[config.mk]
export PLATFORM = sky130hd
export DESIGN_NAME = fwd_mux_stage
export DESIGN_NICKNAME = d
export VERILOG_FILES = /design/src/rtl/fwd_mux_stage.sv
export SDC_FILE = /design/constraint.sdc
export NUM_CORES = 1
export LEC_CHECK = 0
export ABC_AREA = 1
export BUFFER_PORTS_ARGS = -buffer_cell sky130_fd_sc_hd__buf_2
export CAP_MARGIN = 20
export CORE_MARGIN = 2
export CORE_UTILIZATION = 41
export DETAILED_ROUTE_END_ITERATION = 16
export HOLD_SLACK_MARGIN = 0.1
export PLACE_DENSITY_LB_ADDON = 0.2
export SLEW_MARGIN = 10
export SYNTH_ARGS = -nofsm -noshare
export SYNTH_HDL_FRONTEND = slang
export SYNTH_SLANG_ARGS = --single-unit
[constraint.sdc]
create_clock -name clk_i -period 1.4 [get_ports clk_i]
set_input_delay 0.07 -clock clk_i [delete_from_list [all_inputs] [get_ports clk_i]]
set_output_delay 0.07 -clock clk_i [all_outputs]
set_load 0.01 [all_outputs]
[src/rtl/fwd_mux_stage.sv]
// ---------------------------------------------------------------------------
// fwd_mux_stage
//
// One-stage registered forwarding mux. Each cycle, one of NSRC packed
// sources is picked by select_i and registered onto data_o/valid_o. A select
// that names a source which does not exist is still accepted: it produces a
// live all-zero operand and is recorded in a sticky flag and a saturating
// counter.
//
// Handshake: there is no ready. An operand is taken when it is offered with
// valid_i=1 and the stage is neither stalled nor flushed
// (valid_i & ~stall_i & ~flush_i). An operand offered while stall_i or
// flush_i is high is dropped; the upstream side must hold or replay it.
// valid_o=1 marks data_o as a live operand. After a bubble (valid_i=0),
// data_o keeps its last value but valid_o is 0.
//
// Priority at each edge: rst_i > flush_i > stall_i > normal update.
// clr_err_i acts on the error state whether or not the stage is stalled or
// flushed. An illegal event in the same cycle as clr_err_i wins, so the error
// state restarts at flag=1 and count=1.
//
// All outputs come straight from registers. No input reaches an output
// through combinational logic alone.
//
// Ports
//   clk_i          clock; all state updates on the rising edge
//   rst_i          synchronous, active-high reset
//   data_i         NSRC*WIDTH packed sources; source k is [k*WIDTH +: WIDTH]
//   select_i       binary source index, sampled together with valid_i
//   valid_i        an operand is offered this cycle
//   stall_i        hold the output stage
//   flush_i        clear the output stage contents
//   clr_err_i      clear illegal_o and illegal_cnt_o
//   data_o         registered selected operand
//   valid_o        data_o carries a live operand
//   illegal_o      sticky: an illegal select was accepted since the last clear
//   illegal_cnt_o  saturating count of accepted illegal selects
// ---------------------------------------------------------------------------
module fwd_mux_stage #(
    parameter int WIDTH = 32,
    parameter int NSRC  = 3,
    parameter int SELW  = 2,
    parameter int CNTW  = 8
) (
    input  logic                  clk_i,
    input  logic                  rst_i,
    input  logic [NSRC*WIDTH-1:0] data_i,
    input  logic [SELW-1:0]       select_i,
    input  logic                  valid_i,
    input  logic                  stall_i,
    input  logic                  flush_i,
    input  logic                  clr_err_i,
    output logic [WIDTH-1:0]      data_o,
    output logic                  valid_o,
    output logic                  illegal_o,
    output logic [CNTW-1:0]       illegal_cnt_o
);

    logic [WIDTH-1:0] r_data;
    logic             r_valid;
    logic             r_illegal;
    logic [CNTW-1:0]  r_cnt;

    logic [WIDTH-1:0] w_sel_data;
    logic             w_sel_illegal;
    logic             w_accept;
    logic             w_illegal_evt;
    logic             w_cnt_sat;

    // Parametric mux. Each source is compared against select_i in a loop.
    // An index with no matching source leaves the default of all-zeros,
    // which is the value an illegal select must load.
    always_comb begin
        w_sel_data = '0;
        for (int k = 0; k < NSRC; k++) begin
            if (select_i == SELW'(k)) begin
                w_sel_data = data_i[k*WIDTH +: WIDTH];
            end
        end
    end

    // Compare with one extra bit so that NSRC == 2**SELW does not overflow.
    assign w_sel_illegal = ({1'b0, select_i} >= (SELW+1)'(NSRC));
    assign w_accept      = valid_i & ~stall_i & ~flush_i;
    assign w_illegal_evt = w_accept & w_sel_illegal;
    assign w_cnt_sat     = (r_cnt == {CNTW{1'b1}});

    // Operand stage
    always_ff @(posedge clk_i) begin
        if (rst_i) begin
            r_data  <= '0;
            r_valid <= 1'b0;
        end else if (flush_i) begin
            r_data  <= '0;
            r_valid <= 1'b0;
        end else if (stall_i) begin
            r_data  <= r_data;
            r_valid <= r_valid;
        end else if (valid_i) begin
            r_data  <= w_sel_data;
            r_valid <= 1'b1;
        end else begin
            // Bubble: keep the stale data but mark it not live.
            r_valid <= 1'b0;
        end
    end

    // Error tracking. This block does not look at stall or flush directly.
    // Those signals only matter through w_accept.
    always_ff @(posedge clk_i) begin
        if (rst_i) begin
            r_illegal <= 1'b0;
            r_cnt     <= '0;
        end else if (w_illegal_evt) begin
            r_illegal <= 1'b1;
            if (clr_err_i) begin
                r_cnt <= CNTW'(1);
            end else if (!w_cnt_sat) begin
                r_cnt <= r_cnt + CNTW'(1);
            end
        end else if (clr_err_i) begin
            r_illegal <= 1'b0;
            r_cnt     <= '0;
        end
    end

    assign data_o        = r_data;
    assign valid_o       = r_valid;
    assign illegal_o     = r_illegal;
    assign illegal_cnt_o = r_cnt;

endmodule

==> After elaboration in Yosys (flattened, before gate mapping) <==
Index checks and enable logic that the tools add are counted.
{ "classes": {"addsub": 1, "magnitude_cmp": 1, "eq_ne": 4, "mux": 10, "bitwise": 5, "reduce_logical": 5} }
{ "op_table": {"columns": ["operator", "n"], "rows": [
  ["$mux W32", 3],
  ["$mux W8", 4],
  ["$add A8 B1 Y8 const B", 1],
  ["$eq A8 B8 Y1 const B", 1],
  ["$reduce_and A2 Y1", 2],
  ["$and A1 B1 Y1", 3],
  ["$mux W1", 3],
  ["$eq A2 B1 Y1 const B", 1],
  ["$eq A2 B2 Y1 const B", 1],
  ["$ge A2 B2 Y1 const B", 1],
  ["$logic_not A2 Y1", 1],
  ["$ne A2 B2 Y1 const B", 1],
  ["$not A1 Y1", 2],
  ["$reduce_bool A2 Y1", 1],
  ["$reduce_or A2 Y1", 1]
]} }
{ "word_totals": {"register_bits": 42, "input_bits": 104, "output_inout_bits": 42, "word_cells": 30} }

==> Logic depth before layout (Yosys ltp) <==
Gate-level depths: netlist (run 1).
{ "logic_depth": {"depth_word": 6, "mapped_depth": 10, "depth_no_buf": 10} }

==> Worst setup path after synthesis (run 1) <==
No wires, ideal clock.
{ "synth_timing": {"path_kind": "register -> register", "startpoint": "register r_cnt[0], in the netlist illegal_cnt_o[0]", "endpoint": "register r_cnt[3], in the netlist illegal_cnt_o[3]", "setup_time_ns": 0.064, "arrival_time_ns": 1.273, "t_required_ns": 1.336, "slack_ns": 0.064, "stages_incl_launch_ff": 10, "n_path_buf": 0, "period_less_slack_ns": 1.336, "cell_sequence": "dfxtp_1 ha_1 nand2_1 nor2_1 nand3_2 nand2_2 clkinv_1 nand2_1 nand2_1 nor2_1"} }
{ "synth_between": {"elab_chain_len": 4, "elab_cells_between_ends": 7, "classes_between": "1 x add/sub; 2 x eq/ne; 3 x mux; 1 x reduce/logical"} }
{ "synth_lines": {"columns": ["item", "line", "source"], "rows": [
  ["start: declaration", "62", "logic [CNTW-1:0] r_cnt;"],
  ["start signal: assignment", "119", "r_cnt <= r_cnt + CNTW'(1);"],
  ["$add A8 B1 Y8", "119", null],
  ["$mux W8", "118", "end else if (!w_cnt_sat) begin"],
  ["$mux W8", "116", "if (clr_err_i) begin"],
  ["$mux W8", "114", "end else if (w_illegal_evt) begin"]
]} }
Parallel ways exist; a longest one is shown, timed or not. The select of a mux whose other input is x is not followed.
A chain may end at the register's enable or synchronous reset.

==> Final worst setup path (run 1) <==
{ "layout_timing": {"startpoint": "input port rst_i", "endpoint": "register r_data[18], in the netlist data_o[18]"} }
{ "layout_between": {"elab_chain_len": 1} }
{ "layout_lines": {"columns": ["item", "line", "source"], "rows": [
  ["start: declaration", "46", "input logic rst_i,"],
  ["$reduce_or A2 Y1 (no line)", null, null],
  ["end signal: assignment", "97", "r_data <= r_data;"],
  ["end signal: assignment", "100", "r_data <= w_sel_data;"],
  ["end: declaration", "59", "logic [WIDTH-1:0] r_data;"]
]} }
No other way between the ends.

==> results.tsv, run 1 <==
stage	metric	value	unit
routing	ant_nets	0	
placement	pre_cts_slack	0.0321	ns
placement	io_buffer_count	145	
finish	layout-drive-gt1-share	32.9	%
yosys	syn_area	2110	sq um
setup_path	cp_data_arrival_time	1.52	ns
setup_path	critPathRequiredTime	1.60	ns
grt	track_usage	35.2	%
routing	drc	0	
cts	cts_root_buf	clkbuf_8	
power_and_ir_drop	vdd_drop_max	0.514	mV
setup_path	worstPathCellList	dlygate4sd3_1, buf_2, nor2_2, buf_6, o21ai_0, a31oi_1	
floorplanning	rows	26	
sta	rsz0062_at_grt	yes	
setup_path	rrSetupSlack	0.09	ns
power_and_ir_drop	p_comb_share	24.2	%
setup_path	cp-start-kind	primary input	
finish	syn_to_final_growth	94.4	%
floorplanning	ios	146	
yosys	yosysSeqAreaShare	39.9	%
grt	gr-total-overflow	0	
grt	grt_pass1_wl	15100	microns
sta	layout_min_cycle_time	1.32	ns
cts	htreeDepth	2	
sta	fin_crit_sh	94.5	%
routing	drt-initial-drc-count	233	
power_and_ir_drop	p_leak	1.91	nW
cts	cts_buffers	5	
cts	cts_max_path_buffers	2	
floorplanning	core_area	5040	sq um
sta	setup_violations	0	
floorplanning	initial_utilization	41.8	%
cts	cts_tree	built	
floorplanning	design.die.area	5730	sq um
floorplanning	die_x	75.7	microns
yosys	syn_inst	308	
power_and_ir_drop	switching_share	26.0	%
power_and_ir_drop	power_density	708	nW/um^2
setup_path	path_class	in -> reg	
floorplanning	die_h	75.7	microns
yosys	avgSynthCellArea	6.84	sq um
setup_path	max_stage_delay	0.53	ns
routing	wirelength	9950	microns
placement	dp_cells	520	
cts	clk_latency	0.29	ns
routing	viasPerCell	5.30	
yosys	ys_ff_latch	42	
yosys	ys_warn_count	0	
yosys	async_reset_ff_share	0	%
sta	tightest_slew	0.358	ns
sta	slew_violations	0	
cts	clkTransAtPathRegs	0.08	ns
setup_path	path_max_fanout	21	
routing	wl_per_cell	15.8	microns
job	maxCapViolCount	0	
sta	max_freq	756	MHz
sta	clock_skew	0.00220	ns
power_and_ir_drop	p_sw	0.752	mW
power_and_ir_drop	power.total	2.90	mW
grt	grt_pass1_vias	3290	
setup_path	crit_family	buffers and inverters	
placement	place_congestion	0.898	
routing	dr.pass1.iters	7	
power_and_ir_drop	internal-power	2.15	mW
yosys	syn-num-nets	413	
finish	final_common_cell	buf_2	
sta	relSlewSlack	76.1	%
finish	final_cell_mix	buf_2 (145), dlygate4sd3_1 (100), nand2_1 (93), dfxtp_1 (42), a21oi_1 (34)	
grt	antenna_found_initial	0	
setup_path	cp.buffers_inverters	3	
finish	antennaDiodeCount	0	
power_and_ir_drop	power_frac_clock	32.9	%
power_and_ir_drop	seq_power_share	42.9	%
finish	fin_nets	664	
placement	hpwlAfterDp	5000	microns
routing	vias	3340	
finish	final-instance-count-excl-fill	630	
cts	cts.sinks	42	
min_path	min_path_type	in -> reg	
grt	grt_start_max_net_pins	33	
setup_path	slowest_stage	dlygate4sd3_1	
yosys	yosysUniqueCellTypes	24	
sta	final.setup.worst_slack	0.0766	ns
setup_path	endpoint_kind	flop	
yosys	ys.flop_type	dfxtp_1	
sta	hold_viol	0	
yosys	synth_enable_flop_cells	0	
run_status	run_status	finished clean	
[through the flow]
| step | TNS, ns | instance area (sq um) | utilization [%] | hold WS, ns |
|---|---|---|---|---|
| final | 0 | 4090 | 81.2 | 0.260 |
| after global placement | 0 | 2960 | 58.6 | 0.319 |
| after detailed placement | 0 | 2960 | 58.6 | 0.324 |
| after global routing | -0.0294 | 4090 | 81.2 | 0.267 |
| after CTS | 0 | 4060 | 80.5 | 0.101 |
| after floorplan | 0 | 2110 | - | 0.149 |
[tightest hold or removal path, delay by kind of cell]
family | cells | cell delay, ns
compound gates | 2 | 0.21
simple gates | 1 | 0.12
buf+inv | 1 | 0.10
[cell usage after synthesis, types with 2 or more instances]
| library cell | number | area share, % |
|---|---|---|
| a21oi_1 | 34 | 8.1 |
| a31oi_1 | 25 | 7.4 |
| a41oi_1 | 7 | 2.9 |
| buf_1 | 2 | 0.36 |
| buf_2 | 11 | 2.6 |
| clkbuf_1 | 6 | 1.1 |
| dfxtp_1 | 42 | 40 |
| inv_1 | 11 | 2.0 |
| inv_2 | 4 | 0.71 |
| nand2_1 | 94 | 17 |
| nand2_2 | 2 | 0.59 |
| nand3_1 | 10 | 2.4 |
| nand4_1 | 4 | 1.2 |
| nor2_1 | 12 | 2.1 |
| nor2_2 | 3 | 0.89 |
| o21ai_0 | 32 | 7.6 |
| o21bai_1 | 2 | 0.71 |
[power groups by stage]
stage	Combinational, mW	Sequential [mW]	Clock, mW
2_1_floorplan	0.177	1.29	0
3_3_place_gp	0.436	1.27	0
3_5_place_dp	0.439	1.27	0
4_1_cts	0.650	1.24	0.964
5_1_grt	0.752	1.25	1.01
6_report	0.700	1.24	0.955
[layer usage]
metal | vias to the layer above | routed length (microns) | track usage (%)
met1 | 1504 | 3600 | 37.1
li1 | 1562 | - | -
met4 | 0 | 472 | 20.7
met5 | - | 0 | 0
met3 | 48 | 899 | 10.6
met2 | 226 | 4980 | 61.9
[state kept, by name, indices dropped and copies added (netlist names)]
| register | count |
|---|---|
| data_o | 32 |
| illegal_cnt_o | 8 |
| illegal_o | 1 |
| valid_o | 1 |
[area by class of cell]
cell class                 count  area (sq um)
tap                           70          87.6
inverter                      16          60.1
multi-input combinational    231          1130
clock buffer                   7          76.3
timing repair buffer         263          1870
clock inverter                 1          30.0
sequential                    42           841
fill                         321           950
[timing repair]
action | CTS | global route
hold endpoints to repair | 39 | 1
setup endpoints to repair | 1 | 8
buffers inserted | 0 | 2
hold buffers | 99 | 1
gates resized for setup | 1 | 3
pin swaps | 0 | 1
[logic make-up (layout without fill, tap and decap cells)]
group                    after synthesis  count (layout)  synth area share, %
AO/OA/AOI/OAI                        101             101                 27.1
AND/OR/NAND/NOR                      129             129                 25.5
adder cells (fa/ha/maj)                1               1                0.594
buffers and inverters                 35             287                 6.89
flip-flops                            42              42                 39.9
[final timing paths]
check	startpoint	to	depth (start not counted)
setup reg to reg	illegal_cnt_o[0]$_SDFFE_PP0P_	illegal_cnt_o[0]$_SDFFE_PP0P_	7
setup / recovery	rst_i	data_o[18]$_SDFFE_PP0N_	6
hold / removal	valid_i	data_o[8]$_SDFFE_PP0N_	4
hold reg to reg	illegal_o$_SDFFE_PP0P_	illegal_o$_SDFFE_PP0P_	2
Power figures use the tool's default switching activity.
==> inputs of run 2 (changes only) <==
REMOVE_ABC_BUFFERS = 1   (was default)
clock period = 1.5 ns   (was 1.4 ns; I/O delays follow)
==> results.tsv, run 2 (synthesized netlist as in run 1, its figures left out) <==
stage	metric	value	unit	change
grt	gr-total-overflow	0		unchanged
grt	grt_pass1_vias	3358		+2.1%
cts	cts_tree	built		
min_path	min_path_type	in -> reg		
run_status	run_status	finished clean		
power_and_ir_drop	p_leak	1.87	nW	-2.3%
setup_path	crit_family	buffers and inverters		
cts	htreeDepth	2		unchanged
floorplanning	design.die.area	5730	sq um	unchanged
floorplanning	die_x	75.7	microns	unchanged
placement	io_buffer_count	145		unchanged
grt	track_usage	36.8	%	+1.6 points
job	maxCapViolCount	0		unchanged
placement	placed_area	2920	sq um	-1.2%
setup_path	cp_data_arrival_time	1.65	ns	+0.13 ns
sta	tightest_slew	0.365	ns	+0.00716 ns
power_and_ir_drop	switching_share	26.9	%	+0.91 points
sta	clock_skew	0.00338	ns	+0.00118 ns
sta	fin_crit_sh	94.2	%	
finish	fin_area	4050	sq um	-1.1%
setup_path	path_max_fanout	37		+76%
routing	vias	3360		+0.60%
routing	viasPerCell	5.42		+2.2%
finish	layout-drive-gt1-share	32.0	%	-0.86 points
finish	multi_input_area	1130	sq um	unchanged
setup_path	critPathRequiredTime	1.74	ns	+0.14 ns
routing	wirelength	10300	microns	+3.2%
finish	final_cell_mix	buf_2 (145), dlygate4sd3_1 (100), nand2_1 (93), dfxtp_1 (41), a21oi_1 (34)		
setup_path	max_stage_delay	0.58	ns	+0.05 ns
power_and_ir_drop	seq_power_share	42.5	%	-0.4 points
finish	n_fill_cell	313		-2.5%
power_and_ir_drop	power_density	676	nW/um^2	-4.6%
power_and_ir_drop	power_frac_clock	33.5	%	+0.6 points
finish	final_common_cell	buf_2		
finish	syn_to_final_growth	92.2	%	
floorplanning	die_h	75.7	microns	unchanged
setup_path	worstPathCellList	buf_2, inv_2, nand2_4, inv_2, buf_4, a21oi_1, nor3_1, dlygate4sd3_1		
setup_path	endpoint_kind	flop		
power_and_ir_drop	p_comb_share	24.0	%	-0.2 points
floorplanning	rows	26		unchanged
setup_path	path_class	in -> reg		
setup_path	slowest_stage	dlygate4sd3_1		
setup_path	cp.buffers_inverters	5		+2
grt	grt_start_max_net_pins	38		+15%
finish	largest_register_ffs	32		unchanged
routing	ant_nets	0		unchanged
cts	cts.sinks	42		unchanged
cts	cts_root_buf	clkbuf_8		
routing	drt-initial-drc-count	332		+42%
grt	antenna_found_initial	0		unchanged
sta	hold_viol	0		unchanged
grt	met2_usage	65.5	%	+3.6 points
finish	seq_area	842	sq um	+0.15%
sta	setup_tns	0	ns	unchanged
floorplanning	ios	146		unchanged
sta	rsz0062_at_grt	no		
sta	layout_min_cycle_time	1.41	ns	
floorplanning	core_area	5040	sq um	unchanged
setup_path	crit_top_cell	inv_2		
placement	hpwlAfterDp	5010	microns	+0.13%
cts	clk_latency	0.29	ns	about the same
routing	wl_per_cell	16.6	microns	+4.9%
routing	dr.pass1.iters	5		-2
sta	slew_violations	0		unchanged
grt	grt.met1_usage	37.8	%	+0.69 points
power_and_ir_drop	internal-power	2.00	mW	-6.8%
cts	cts_buffers	5		unchanged
sta	max_freq	708	MHz	
grt	grt_pass1_wl	15600	microns	+3.4%
cts	cts_max_path_buffers	2		unchanged
power_and_ir_drop	vdd_drop_max	0.544	mV	+5.7%
cts	clkTransAtPathRegs	0.09	ns	about the same
power_and_ir_drop	p_sw	0.735	mW	-2.3%
cts	cts_setup_buffers	0		unchanged
routing	drc	0		unchanged
finish	fin_nets	654		-1.5%
sta	setup_violations	0		unchanged
floorplanning	initial_utilization	41.8	%	unchanged
sta	relSlewSlack	75.7	%	-0.39 points
grt	grt-busiest-layer	met2		
finish	antennaDiodeCount	0		unchanged
placement	place_congestion	0.881		-1.9%
setup_path	cp-start-kind	primary input		
grt	met3_usage	8.60	%	-2.0 points
run 2: cell types whose count changed in the layout (fill, tap and decap cells not counted), sizes merged:
cell / change
buf: -10
clkbuf: -1
clkinvlp: +1
run 2: power groups by stage:
| stage | registers (mW) | logic, mW | clock network (mW) |
|---|---|---|---|
| detailed placement | 1.19 | 0.408 | 0 |
| CTS | 1.16 | 0.607 | 0.921 |
| floorplan | 1.20 | 0.146 | 0 |
| finish | 1.16 | 0.657 | 0.916 |
| global placement | 1.19 | 0.405 | 0 |
| global route | 1.17 | 0.698 | 0.986 |
run 2: worst register-to-register path, cell delays in order (launching register included):
cell	delay [ns]
dfxtp_2	0.36
ha_1	0.17
nand2_2	0.10
nor2_2	0.11
nand3_2	0.13
nand2_4	0.13
clkinv_1	0.08
nand2_1	0.06
nand2_1	0.04
nor2_1	0.07
run 2: cell type report:
| cell class | count | area share (%) |
|---|---|---|
| multi-input combinational | 231 | 28.0 |
| clock inverter | 2 | 0.927 |
| clock buffer | 6 | 1.79 |
| sequential | 42 | 20.8 |
| tap | 70 | 2.16 |
| timing repair buffer | 253 | 44.9 |
| inverter | 16 | 1.48 |
run 2: worst paths after layout:
kind	slack, ns	from	end	depth (start not counted)
worst max register to register	0.19	illegal_cnt_o[1]$_SDFFE_PP0P_	illegal_cnt_o[3]$_SDFFE_PP0P_	9
worst min register to register	0.47	illegal_o$_SDFFE_PP0P_	illegal_o$_SDFFE_PP0P_	2
worst max-delay path	0.09	stall_i	valid_o$_SDFFE_PP0N_	8
worst min-delay path	0.22	select_i[1]	data_o[26]$_SDFFE_PP0N_	4
run 2: timing repair:
item / CTS / global route
hold buffers: 100 / 0
endpoints found under the setup margin: 0 / 9
gates resized for setup: 0 / 5
hold endpoints to repair: 39 / 0
run 2: per-layer routing:
| metal | vias to the layer above | share of wire, % |
|---|---|---|
| met5 | - | 0 |
| met4 | 0 | 6.5 |
| met3 | 72 | 9.3 |
| met2 | 273 | 50 |
| met1 | 1470 | 35 |
| li1 | 1545 | - |
run 2: through the flow:
stage	setup WS (ns)	utilization [%]	power [mW]	instances	hold WS, ns
2_1_floorplan	0.0443	-	1.35	289	0.144
6_report	0.0869	80.3	2.73	620	0.216
4_1_cts	0.0710	80.0	2.69	620	0.215
5_1_grt	0.0200	80.3	2.85	620	0.230
3_3_place_gp	0.147	57.9	1.59	512	0.329
3_5_place_dp	0.0895	57.9	1.59	512	0.334
==> inputs of run 3 (changes only) <==
CORE_UTILIZATION = 44   (was 41)
clock period = 1.7 ns   (was 1.5 ns; I/O delays follow)
==> results.tsv, run 3 (synthesized netlist as in run 1, its figures left out) <==
stage	metric	value	unit	change
run_status	run_status	finished clean		
finish	final_cell_mix	buf_2 (144), nand2_1 (94), dlygate4sd3_1 (82), dfxtp_1 (42), a21oi_1 (34)		
floorplanning	die_h	73.2	microns	-3.3%
finish	fin_nets	641		-2.0%
finish	seq_area	841	sq um	-0.15%
placement	io_buffer_count	145		unchanged
floorplanning	die_x	73.2	microns	-3.3%
power_and_ir_drop	power_density	582	nW/um^2	-14%
sta	setup_violations	0		unchanged
routing	dr.pass1.iters	5		unchanged
routing	drc	0		unchanged
sta	relSlewSlack	73.8	%	-1.9 points
setup_path	crit_top_cell	dlygate4sd3_1		
power_and_ir_drop	power_frac_clock	30.5	%	-3.0 points
sta	slew_violations	0		unchanged
routing	drt-initial-drc-count	213		-36%
finish	multi_input_area	1130	sq um	-0.44%
grt	antenna_found_initial	0		unchanged
finish	n_fill_cell	306		-2.2%
grt	gr-total-overflow	0		unchanged
grt	grt_pass1_wl	14800	microns	-5.4%
placement	pre_cts_slack	0.271	ns	+0.182 ns
power_and_ir_drop	internal-power	1.63	mW	-19%
cts	clk_latency	0.30	ns	about the same
setup_path	slowest_stage	dlygate4sd3_1		
sta	tightest_slew	0.392	ns	+0.0268 ns
sta	max_freq	600	MHz	
job	maxCapViolCount	0		unchanged
cts	cts_buffers	5		unchanged
placement	hpwlAfterDp	4960	microns	-0.93%
floorplanning	rows	25		-3.8%
setup_path	cp-start-kind	primary input		
min_path	min_path_type	in -> reg		
placement	place_congestion	0.861		-2.2%
grt	grt_pass1_vias	3355		-0.089%
cts	cts_tree	built		
finish	syn_to_final_growth	83.3	%	
cts	cts.sinks	42		unchanged
cts	htreeDepth	2		unchanged
power_and_ir_drop	switching_share	27.6	%	+0.75 points
sta	rsz0062_at_grt	yes		
sta	hold_ws	0.0866	ns	-0.129 ns
power_and_ir_drop	p_sw	0.621	mW	-16%
grt	grt_start_max_net_pins	30		-21%
setup_path	max_stage_delay	0.56	ns	-0.02 ns
routing	wl_per_cell	15.9	microns	-3.7%
sta	layout_min_cycle_time	1.67	ns	
sta	fin_crit_sh	98.1	%	
finish	largest_register_ffs	32		unchanged
sta	setup_tns	0	ns	unchanged
power_and_ir_drop	p_comb_share	23.8	%	-0.2 points
setup_path	endpoint_kind	flop		
floorplanning	initial_utilization	45.2	%	+3.4 points
routing	ant_nets	0		unchanged
setup_path	worstPathCellList	dlygate4sd3_1, buf_2, nor2_4, buf_6, o21ai_0, a31oi_1, dlygate4sd3_1		
power_and_ir_drop	seq_power_share	45.7	%	+3.2 points
finish	layout-drive-gt1-share	32.6	%	+0.59 points
routing	vias	3268		-2.7%
sta	final.setup.worst_slack	0.0323	ns	-0.0546 ns
setup_path	path_class	in -> reg		
cts	cts_max_path_buffers	2		unchanged
grt	track_usage	35.8	%	-0.96 points
floorplanning	ios	146		unchanged
setup_path	path_max_fanout	12		-68%
setup_path	cp_data_arrival_time	1.92	ns	+0.27 ns
sta	clock_skew	0.00125	ns	-0.00213 ns
cts	clkTransAtPathRegs	0.08	ns	about the same
sta	hold_viol	0		unchanged
cts	cts_root_buf	clkbuf_8		
power_and_ir_drop	vdd_drop_max	0.422	mV	-22%
finish	final_common_cell	buf_2		
power_and_ir_drop	p_leak	1.88	nW	+0.45%
floorplanning	design.die.area	5360	sq um	-6.5%
finish	antennaDiodeCount	0		unchanged
setup_path	critPathRequiredTime	1.95	ns	+0.21 ns
floorplanning	core_area	4660	sq um	-7.6%
routing	wirelength	9420	microns	-8.2%
routing	viasPerCell	5.53		+2.0%
run 3: changes by cell type in the layout (fill, tap and decap cells not counted), moves of 2 or more:
| cell | previous run | this run |
|---|---|---|
| buf_12 | 2 | 0 |
| buf_4 | 5 | 9 |
| dlygate4sd3_1 | 100 | 82 |
| dlymetal6s4s_1 | 0 | 3 |
| nor2_2 | 5 | 3 |
run 3: final timing paths:
kind	start	end	slack [ns]	cells after the start
setup / recovery	flush_i	data_o[25]$_SDFFE_PP0N_	0.03	7
hold / removal	data_i[93]	data_o[29]$_SDFFE_PP0N_	0.09	3
setup reg to reg	illegal_cnt_o[0]$_SDFFE_PP0P_	illegal_cnt_o[3]$_SDFFE_PP0P_	0.24	9
hold reg to reg	illegal_o$_SDFFE_PP0P_	illegal_o$_SDFFE_PP0P_	0.47	2
run 3: layer usage:
metal	GRT usage [%]	wire length, microns
met5	0	0
met4	25.9	598
met3	8.56	775
met2	61.1	4650
met1	38.3	3400
run 3: metrics by stage:
step                instances  cell area (sq um)  total power, mW  utilization [%]
CTS                       591               3830             2.20             82.3
global placement          498               2890             1.40             62.0
finish                    591               3860             2.25             82.8
floorplan                 289               2020             1.19                -
detailed placement        498               2890             1.40             62.0
global route              591               3860             2.32             82.8
run 3: power groups by stage:
stage	sequential [mW]	clock, mW	combinational (mW)
finish	1.03	0.686	0.534
global route	1.03	0.712	0.575
CTS	1.02	0.679	0.497
detailed placement	1.05	0	0.356
global placement	1.05	0	0.354
floorplan	1.06	0	0.129
run 3: timing repair:
item	in CTS	in global routing
hold buffers	85	1
endpoints found under the setup margin	0	13
buffers inserted	0	0
endpoints found under the hold margin	38	1
gates resized for setup	0	9
run 3: area by class of cell:
cell class | count | area share (%)
repair buffers | 240 | 43.3
multi-input cells | 231 | 29.2
flip-flops and latches | 42 | 21.8
clock buffers | 7 | 2.24
well taps | 54 | 1.75
inverters | 16 | 1.56
clock inverters | 1 | 0.130
run 3: critical path, delay by kind of cell:
kind | cells | cell delay, ns
buffers and inverters | 4 | 1.41
AOI/OAI and AO/OA | 2 | 0.27
and+or+nand+nor | 1 | 0.14
